[config.mk]
export PLATFORM = sky130hd
export DESIGN_NAME = tile_c_drain
export DESIGN_NICKNAME = d
export VERILOG_FILES = /design/src/rtl/tile_c_drain.sv
export SDC_FILE = /design/constraint.sdc
export NUM_CORES = 1
export LEC_CHECK = 0
export ABC_AREA = 1
export BUFFER_PORTS_ARGS = -buffer_cell sky130_fd_sc_hd__buf_4
export CORE_UTILIZATION = 27
export CTS_CLUSTER_DIAMETER = 120
export DETAILED_ROUTE_END_ITERATION = 10
export MAX_ROUTING_LAYER = met4
export SETUP_SLACK_MARGIN = 0.15
export SLEW_MARGIN = 20
export SYNTH_ARGS = -nofsm -noshare
export SYNTH_HDL_FRONTEND = slang
export SYNTH_SLANG_ARGS = --single-unit
[constraint.sdc]
create_clock -name clk_i -period 82.1 [get_ports clk_i]
set_clock_uncertainty 0.15 [all_clocks]
set_input_delay 8.21 -clock clk_i [delete_from_list [all_inputs] [get_ports clk_i]]
set_output_delay 8.21 -clock clk_i [all_outputs]
set_load 0.01 [all_outputs]
[src/rtl/tile_c_drain.sv]
// tile_c_drain: captures a finished sqDim x sqDim C tile into a ping-pong buffer and streams it out one row per beat.
// Latency: row 0 is valid the cycle after capture; back-to-back tiles drain with no bubble. Optional macro TILE_DRAIN_RELU_EN clamps negatives at capture.
// Backpressure: a valid beat is held stable until m_ready_i; cap_ready_o is low while both buffers are full.
module tile_c_drain #(
  parameter int OutDataWidth = 32,
  parameter int sqDim        = 4,
  parameter int CntWidth     = 16
) (
  input  logic                                  clk_i,
  input  logic                                  rst_i,
  input  logic                                  cap_valid_i,
  output logic                                  cap_ready_o,
  input  logic [sqDim*sqDim*OutDataWidth-1:0]   c_in,
  output logic                                  m_valid_o,
  input  logic                                  m_ready_i,
  output logic [sqDim*OutDataWidth-1:0]         m_data_o,
  output logic [$clog2(sqDim)-1:0]              m_row_o,
  output logic                                  m_last_o,
  output logic                                  busy_o,
  output logic [CntWidth-1:0]                   tiles_done_o
);
  localparam int RowBits  = sqDim * OutDataWidth;
  localparam int TileBits = sqDim * RowBits;
  localparam int RowW     = $clog2(sqDim);
  localparam logic [RowW-1:0] LastRow = RowW'(sqDim - 1);

  typedef enum logic {IDLE, DRAIN} state_e;

  state_e              state_q, state_d;
  logic [1:0]          full_q, full_d;
  logic                wr_sel_q, wr_sel_d;
  logic                rd_sel_q, rd_sel_d;
  logic [RowW-1:0]     row_q, row_d;
  logic [CntWidth-1:0] cnt_q, cnt_d;
  logic [TileBits-1:0] buf_q [2];
  logic [TileBits-1:0] buf_d [2];
  logic [TileBits-1:0] cap_dat;
  logic                cap_fire;
  logic                beat_fire;
  logic                last_row;

`ifdef TILE_DRAIN_RELU_EN
  always_comb begin
    cap_dat = c_in;
    for (int e = 0; e < sqDim*sqDim; e++) begin
      if (c_in[e*OutDataWidth + OutDataWidth-1]) begin
        cap_dat[e*OutDataWidth +: OutDataWidth] = '0;
      end
    end
  end
`else
  assign cap_dat = c_in;
`endif

  assign cap_ready_o  = ~full_q[wr_sel_q];
  assign busy_o       = |full_q;
  assign tiles_done_o = cnt_q;
  assign last_row     = (row_q == LastRow);
  assign cap_fire     = cap_valid_i & cap_ready_o;
  assign beat_fire    = m_valid_o & m_ready_i;

  // Capture always targets the free buffer, so it never collides with the buffer being freed.
  always_comb begin
    full_d   = full_q;
    wr_sel_d = wr_sel_q;
    rd_sel_d = rd_sel_q;
    row_d    = row_q;
    cnt_d    = cnt_q;
    buf_d    = buf_q;
    if (cap_fire) begin
      buf_d[wr_sel_q]  = cap_dat;
      full_d[wr_sel_q] = 1'b1;
      wr_sel_d         = ~wr_sel_q;
    end
    if (beat_fire) begin
      if (last_row) begin
        row_d            = '0;
        full_d[rd_sel_q] = 1'b0;
        rd_sel_d         = ~rd_sel_q;
        cnt_d            = cnt_q + CntWidth'(1);
      end else begin
        row_d = row_q + RowW'(1);
      end
    end
  end

  always_comb begin
    state_d = full_d[rd_sel_d] ? DRAIN : IDLE;
  end

  always_ff @(posedge clk_i) begin
    if (rst_i) begin
      state_q  <= IDLE;
      full_q   <= '0;
      wr_sel_q <= 1'b0;
      rd_sel_q <= 1'b0;
      row_q    <= '0;
      cnt_q    <= '0;
    end else begin
      state_q  <= state_d;
      full_q   <= full_d;
      wr_sel_q <= wr_sel_d;
      rd_sel_q <= rd_sel_d;
      row_q    <= row_d;
      cnt_q    <= cnt_d;
    end
  end

  always_ff @(posedge clk_i) begin
    buf_q[0] <= buf_d[0];
    buf_q[1] <= buf_d[1];
  end

  always_comb begin
    m_valid_o = 1'b0;
    m_data_o  = '0;
    m_row_o   = row_q;
    m_last_o  = 1'b0;
    if (state_q == DRAIN) begin
      m_valid_o = 1'b1;
      m_data_o  = buf_q[rd_sel_q][int'(row_q)*RowBits +: RowBits];
      m_last_o  = last_row;
    end
  end

endmodule
==> results.txt, run 1 <==
----------------------------------------------------
[Run status]
  Run status ... finished, final reports clean

[Synthesis]
  Async SR Flop Fraction ... 0
  Sequential cell area fraction in the yosys report ... 0.759
  Cell types occupying the most area after synthesis ... edfxtp_1 (75%), nor2_1 (8.5%), o21ai_0 (5.6%), o211ai_1 (2.3%), o22ai_1 (1.9%)
  Number of enable flip-flop cells after synthesis ... 1024
  Number of register bits inferred by synthesis ... 1047
  Yosys warning total ... 0
  Cell count after synthesis ... 3185
  Cell taking the most area after synthesis ... edfxtp_1
  Mean area per synthesized cell ... 12.9 sq um
  Share of the synthesized area in the top cell type ... 0.747
  Main synth FF type ... edfxtp_1
  Unique masters post-synth ... 30
  Area of the mapped netlist ... 0.0411 sq mm
  Post-synthesis net count ... 3703

[Worst setup path]
  Number of cell instances on the worst register-to-register path ... 7
  Most repeated library cell on the critical path ... buf_4
  Crit path DAT ... 5.66 ns
  FF-to-FF End ... buf_q[486]
  Crit-path leading delay family ... buffers and inverters
  Register-to-register path setup slack ... 76.34 ns
  Chain of cells forming the critical path ... buf_4 > buf_4 > buf_4 > buf_4 > o21ai_0 > o22ai_1 > nor2_1 > nor2_1 > buf_4
  Start of the worst register-to-register path ... wr_sel_q
  Crit-path max cell delay ... 0.85 ns
  CP Launch Type ... flip-flop
  WS Path Type ... reg -> out
  Buffers and inverters on the worst path ... 5
  Max Fanout on Critical Path ... 90
  Kind of end point of the critical path ... output port
  Slowest cell on the critical path ... buf_4
  Data required time of the critical path ... 73.74 ns

[Cells and area]
  Util after Layout ... 0.342
  Most frequent cells in the layout ... edfxtp_1 (1024), nor2_1 (927), buf_4 (696)
  Number of nets in the layout ... 4303
  Number of fillers in the final layout ... 14730
  Total non-filler cell area in the finished layout ... 0.0515 sq mm
  Area growth from synthesis to layout ... 25.2%
  Finished Layout Cells ... 5923
  Leading cell type in the layout, fill and taps excluded ... edfxtp_1
  Fraction of final layout cells sized beyond drive strength 1 ... 0.223

[Die]
  Core ar. ... 0.150 sq mm
  IO Pins ... 666
  Height of the chip ... 392 um
  Number of core rows ... 142
  Floorplan die area ... 0.154 sq mm
  Starting density of the core ... 0.273
  Width of the die ... 392 um

[Clock tree]
  Quantity of hold-fixing buffers added after cts ... 0
  CTS tree ... built
  Number of buffers on the longest clock path ... 3
  Number of buffers added by the clock tree synthesis step ... 114
  Clock Pin Slew Worst Setup and Hold Paths ... 0.06 ns
  Count of cells resized by post-cts repair ... 0
  Master cell of the clock root buffer ... clkbuf_16
  CTS HTree Levels ... 3
  Count of buffers added by post-CTS timing repair for setup ... 0
  Later-pin clock latency in the skew report ... 0.74 ns
  Sink count of the clock tree ... 1047

[STA]
  Final Setup Violations ... 0
  Post-layout min period ... 14.02 ns
  Final Hold Fails ... 0
  Setup repair after global routing missed its margin ... no
  Pin slew with the least headroom to its limit ... 1.08 ns
  Headroom to the max-slew limit ... 0.281
  Final setup TNS ... 0 ns
  Upper clock frequency limit ... 0.0713 GHz
  Tcrit/Tclk final ... 0.171
  Count of final max-slew check failures ... 0

[Detailed routing]
  Routed length per placed instance ... 20.2 um
  Drt via density ... 4.60
  1st-iter DRT viols ... 2083
  Detailed-route DRC error count ... 0
  Sum of routed wire length over all layers ... 119 mm
  Detailed Routing Iterations Pass 1 ... 5
  Detail Route Antenna Nets ... 0
  Number of vias in the routed layout ... 27226

[Min path]
  Hold path cells ... 2
  Hold EP ... tiles_done_o[6]
  Worst Hold Launch ... tiles_done_o[6]
  Path class of the lowest-slack min-delay path ... reg -> reg

[Global route]
  Vias in the first global route ... 26121
  Number of antenna violations at the first check in global routing ... 33
  Global route total overflow ... 0
  Pin count of the biggest net entering global routing ... 286
  Combined global-route utilization of all metal layers ... 0.152
  Wire length of the first global-routing pass ... 170 mm

[Placement]
  Input/output buffers ... 665
  Placement Cell Area ... 0.0479 sq mm
  Post-placement cell count ... 5685
  Last weighted congestion value of the routability-driven placer ... 0.812
  HPWL reported at the end of detailed placement ... 76.0 mm

[Power and ir drop]
  Int Pwr ... 0.939 mW
  Power density relative to cell area ... 23.7 mW/mm^2
  Peak supply drop ... 16.9 uV
  Combinational power share ... 0.081
  Switching power ... 0.282 mW
  Fraction of power spent switching nets ... 0.231
  Share of total power in the clock network ... 0.400
  Static Leakage ... 18.2 nW
  Flop pwr share ... 0.519

[Run]
  Max-capacitance violation count ... 0

----------------------------------------------------
==> kinds of logic (layout without fill, tap and decap cells) <==
| family | Yosys count | after routing | share of synthesized area |
|---|---|---|---|
| simple gates | 1109 | 1109 | 0.102 |
| compound gates | 790 | 790 | 0.108 |
| other cells | 0 | 31 | 0 |
| fa+ha+maj | 2 | 2 | 0.000608 |
| xor+xnor | 2 | 2 | 0.000426 |
| flops | 1047 | 1047 | 0.759 |
| buf+inv | 235 | 926 | 0.0302 |
==> flip-flops by register name, indices dropped and copies added, names as in the netlist <==
signal / cells
tiles_done_o: 16
rd_sel_q: 1
m_row_o: 2
wr_sel_q: 1
state_q: 1
full_q: 2
buf_q: 1024
==> power groups by stage <==
stage	Clock, mW	Sequential [mW]	Combinational, mW
6_report	0.488	0.634	0.0988
3_3_place_gp	0	0.644	0.0990
5_1_grt	0.522	0.636	0.108
2_1_floorplan	0	0.682	0.0461
3_5_place_dp	0	0.645	0.100
4_1_cts	0.500	0.634	0.101
==> layout make-up <==
class / instances / area, sq um / area share
Inverter: 19 / 100 / 0.00194
Antenna cell: 31 / 77.6 / 0.00151
Clock inverter: 62 / 604 / 0.0117
Clock buffer: 145 / 2970 / 0.0576
Multi-Input combinational cell: 1903 / 8700 / 0.169
Tap cell: 2016 / 2520 / 0.0490
Sequential cell: 1047 / 31200 / 0.606
Timing Repair Buffer: 700 / 5310 / 0.103
==> metal layers <==
layer / up-vias / track usage / wire [um]
met3: 150 / 0.0574 / 11400
met2: 869 / 0.241 / 57600
met5: - / - / 0
li1: 12817 / - / -
met1: 13390 / 0.181 / 48200
met4: 0 / 0.0401 / 2140
==> Yosys cell counts (all sizes together), types with 8 or more instances <==
master     n
nand2    161
clkbuf   112
dfxtp     23
buf      104
nand3      8
edfxtp  1024
nor2     928
inv       19
o21ai    521
o211ai   128
o22ai    128
a21oi     10
==> stage by stage <==
step	setup WS (ns)	hold WS, ns	power (mW)
floorplan	37.23	0.357	0.728
global placement	68.53	0.342	0.743
detailed placement	68.47	0.361	0.745
CTS	68.06	0.372	1.23
global route	67.76	0.412	1.27
finish	68.08	0.369	1.22
==> worst max-delay path by stage <==
| stage | cells past startpoint | slack (ns) | from | endpoint |
|---|---|---|---|---|
| finish | 9 | 68.08 | rd_sel_q | m_data_o[114] |
| global route | 9 | 67.76 | rd_sel_q | m_data_o[114] |
| CTS | 9 | 68.06 | rd_sel_q | m_data_o[114] |
| detailed placement | 8 | 68.47 | cap_valid_i | buf_q[115] |
| global placement | 8 | 68.53 | cap_valid_i | buf_q[227] |
| floorplan | 2 | 37.23 | cap_valid_i | buf_q[1000] |
==> worst reg2reg max path: cells and delay by family (launching register included) <==
kind                   cells  cell delay (ns)
buffers and inverters      5             4.06
and+or+nand+nor            2             0.72
DFF                        1             0.41
No activity file was read; power rests on OpenSTA's default activity.
==> run 2, diff against run 1 <==
Settings changed: ABC_AREA 1 to 0.
Clock period 82.1 ns to 13.55 ns, I/O delays scaled along.
==> run 2 against run 1 <==
Die area fell by 2.2%. Via count decreased by 28%. Wire length shrank 19%. Clock power increased to 5.8 times the previous value. Critical endpoint is now m_data_o[119]. Largest cell class unchanged. Highest routed layer unchanged.
==> results.txt, run 2 <==
----------------------------------------------------
[Power and ir drop]
  Power density relative to cell area ... 142 mW/mm^2 (+500%)
  Peak supply drop ... 102 uV (+500%)
  Overall power consumption ... 7.18 mW (+490%)
  Static Leakage ... 16.7 nW (-7.9%)

[Clock tree]
  CTS tree ... built
  Count of buffers added by post-CTS timing repair for setup ... 0 (unchanged)
  Sink count of the clock tree ... 1047 (unchanged)
  Quantity of hold-fixing buffers added after cts ... 0 (unchanged)
  Clock Pin Slew Worst Setup and Hold Paths ... 0.06 ns (about the same)
  Count of cells resized by post-cts repair ... 0 (unchanged)
  Later-pin clock latency in the skew report ... 0.69 ns (-0.05 ns)
  CTS HTree Levels ... 3 (unchanged)
  Number of buffers on the longest clock path ... 3 (unchanged)
  Number of buffers added by the clock tree synthesis step ... 110 (-3.5%)
  Master cell of the clock root buffer ... clkbuf_16

[Global route]
  GR peak layer ... met2
  Met3 Resource Use GR ... 0.0371 (-0.0203)
  Vias in the first global route ... 21017 (-20%)
  Number of antenna violations at the first check in global routing ... 13 (-61%)
  Pin count of the biggest net entering global routing ... 149 (-48%)
  Routing usage on met2 ... 0.228 (-0.0128)
  Combined global-route utilization of all metal layers ... 0.129 (-0.0238)
  Met1 global-route usage ... 0.138 (-0.0435)
  Global route total overflow ... 0 (unchanged)
  Wire length of the first global-routing pass ... 139 mm (-18%)

[Die]
  Width of the die ... 388 um (-1.1%)
  Starting density of the core ... 0.272 (-0.00121)
  Height of the chip ... 388 um (-1.1%)
  Core ar. ... 0.148 sq mm (-1.8%)
  Number of core rows ... 141 (-0.70%)
  Floorplan die area ... 0.151 sq mm (-2.2%)
  IO Pins ... 666 (unchanged)

[Worst setup path]
  Data required time of the critical path ... 12.05 ns (-61.69 ns)
  Crit-path leading delay family ... buffers and inverters
  Buffers and inverters on the worst path ... 3 (-2)
  Kind of end point of the critical path ... output port
  WS Path Type ... reg -> out
  Crit-path max cell delay ... 0.90 ns (+0.05 ns)
  Slowest cell on the critical path ... dfxtp_4
  Chain of cells forming the critical path ... buf_4 > buf_4 > mux4_2 > mux2i_1 > nor2b_1 > buf_4
  CP Launch Type ... flip-flop
  Most repeated library cell on the critical path ... buf_4
  Crit path DAT ... 4.33 ns (-1.33 ns)
  Max Fanout on Critical Path ... 55 (-39%)

[Synthesis]
  Cell taking the most area after synthesis ... edfxtp_1
  Cell count after synthesis ... 1742 (-45%)
  Cell types occupying the most area after synthesis ... edfxtp_1 (76%), mux4_2 (14%), mux2i_1 (3.2%), nor2b_1 (2.0%), dfxtp_1 (1.1%)
  Unique masters post-synth ... 32 (+6.7%)
  Area of the mapped netlist ... 0.0402 sq mm (-2.2%)
  Synth cell count leaders ... edfxtp_1 (1024), mux4_2 (256), mux2i_1 (129), nor2b_1 (129), buf_6 (34)
  Top-count cell post-synth ... edfxtp_1
  Number of enable flip-flop cells after synthesis ... 1024 (unchanged)
  Main synth FF type ... edfxtp_1
  Mean area per synthesized cell ... 23.1 sq um (+79%)
  Yosys warning total ... 0 (unchanged)
  Sequential cell area fraction in the yosys report ... 0.776 (+0.0170)
  Share of the synthesized area in the top cell type ... 0.764 (+0.0168)
  Number of register bits inferred by synthesis ... 1047 (unchanged)
  Post-synthesis net count ... 2260 (-39%)
  Async SR Flop Fraction ... 0 (unchanged)

[Cells and area]
  Most frequent cells in the layout ... edfxtp_1 (1024), buf_4 (685), mux4_2 (256)
  Leading cell type in the layout, fill and taps excluded ... edfxtp_1
  Max FFs per register ... 1024 (unchanged)
  Number of nets in the layout ... 2972 (-31%)
  Area growth from synthesis to layout ... 26.0%
  Top reg by flops ... buf_q
  Total non-filler cell area in the finished layout ... 0.0507 sq mm (-1.6%)
  Fraction of final layout cells sized beyond drive strength 1 ... 0.434 (+0.211)
  Number of fillers in the final layout ... 13974 (-5.1%)

[Detailed routing]
  1st-iter DRT viols ... 983 (-53%)
  Drt via density ... 4.35 (-5.4%)
  Detailed Routing Iterations Pass 1 ... 4 (-1)
  Detail Route Antenna Nets ... 0 (unchanged)
  Detailed-route DRC error count ... 0 (unchanged)
  Number of vias in the routed layout ... 19486 (-28%)
  Routed length per placed instance ... 21.5 um (+6.6%)
  Sum of routed wire length over all layers ... 96.3 mm (-19%)

[STA]
  Post-layout min period ... 5.83 ns
  Headroom to the max-slew limit ... 0.260 (-0.0211)
  Count of final max-slew check failures ... 0 (unchanged)
  Final setup TNS ... 0 ns (unchanged)
  Final Setup Violations ... 0 (unchanged)
  Setup repair after global routing missed its margin ... no
  Upper clock frequency limit ... 0.171 GHz
  Worst-case setup margin in the final layout ... 7.72 ns (-60.36 ns)
  WHS ... 0.366 ns (-0.00346 ns)
  Final Hold Fails ... 0 (unchanged)
  Tcrit/Tclk final ... 0.430
  Pin slew with the least headroom to its limit ... 1.11 ns (+0.0317 ns)

[Min path]
  Path class of the lowest-slack min-delay path ... reg -> reg

[Placement]
  Input/output buffers ... 665 (unchanged)
  Last weighted congestion value of the routability-driven placer ... 0.781 (-3.8%)
  Placement Cell Area ... 0.0473 sq mm (-1.2%)
  HPWL reported at the end of detailed placement ... 62.9 mm (-17%)
  Dpl ws ... 8.33 ns (-60.14 ns)

[Run]
  Max-capacitance violation count ... 0 (unchanged)

[Run status]
  Run status ... finished, final reports clean

----------------------------------------------------
-- run 2: area by class of cell --
| class | instances | area, sq um | share of cell area |
|---|---|---|---|
| Clock buffer | 141 | 2890 | 0.0570 |
| Multi-Input combinational cell | 602 | 8400 | 0.166 |
| Clock inverter | 54 | 474 | 0.00935 |
| Antenna cell | 14 | 35.0 | 0.000691 |
| Tap cell | 1930 | 2410 | 0.0476 |
| Timing Repair Buffer | 690 | 5240 | 0.103 |
| Inverter | 3 | 11.3 | 0.000222 |
| Sequential cell | 1047 | 31200 | 0.616 |
-- run 2: per-stage QoR --
stage | cells | util
CTS | 4467 | 0.343
floorplan | 1742 | -
global route | 4480 | 0.343
detailed placement | 4272 | 0.320
finish | 4481 | 0.343
global placement | 4272 | 0.320
-- run 2: kinds of logic after synthesis --
logic type               Yosys count  synth area share
AND/OR/NAND/NOR                  187            0.0274
adder cells (fa/ha/maj)            2          0.000622
buffers and inverters             93            0.0161
multiplexers                     385             0.175
XOR/XNOR                          12           0.00261
flip-flops                      1047             0.776
AO/OA/AOI/OAI                     16           0.00230
-- run 2: worst paths after layout --
path,from,endpoint,slack (ns),cells past startpoint
min reg2reg,tiles_done_o[14],tiles_done_o[14],0.37,2
max reg2reg,wr_sel_q,buf_q[606],9.95,4
max,m_row_o[0],m_data_o[119],7.72,6
min,tiles_done_o[14],tiles_done_o[14],0.37,2
-- run 2: layer usage --
metal | vias to the layer above | routed length, um
li1 | 8707 | -
met1 | 10128 | 35600
met2 | 518 | 52300
met3 | 133 | 6370
met4 | 0 | 2140
met5 | - | 0
-- run 2: power breakdown --
part / internal [mW] / switching (mW)
combinational: 0.258 / 0.258
sequential: 3.77 / 0.0436
clock: 1.63 / 1.22
-- run 2: tightest hold or removal path, stage by stage (launching register included) --
cell and delay [ns]:
dfxtp_1 0.33, o21ai_0 0.08, a21oi_1 0.06
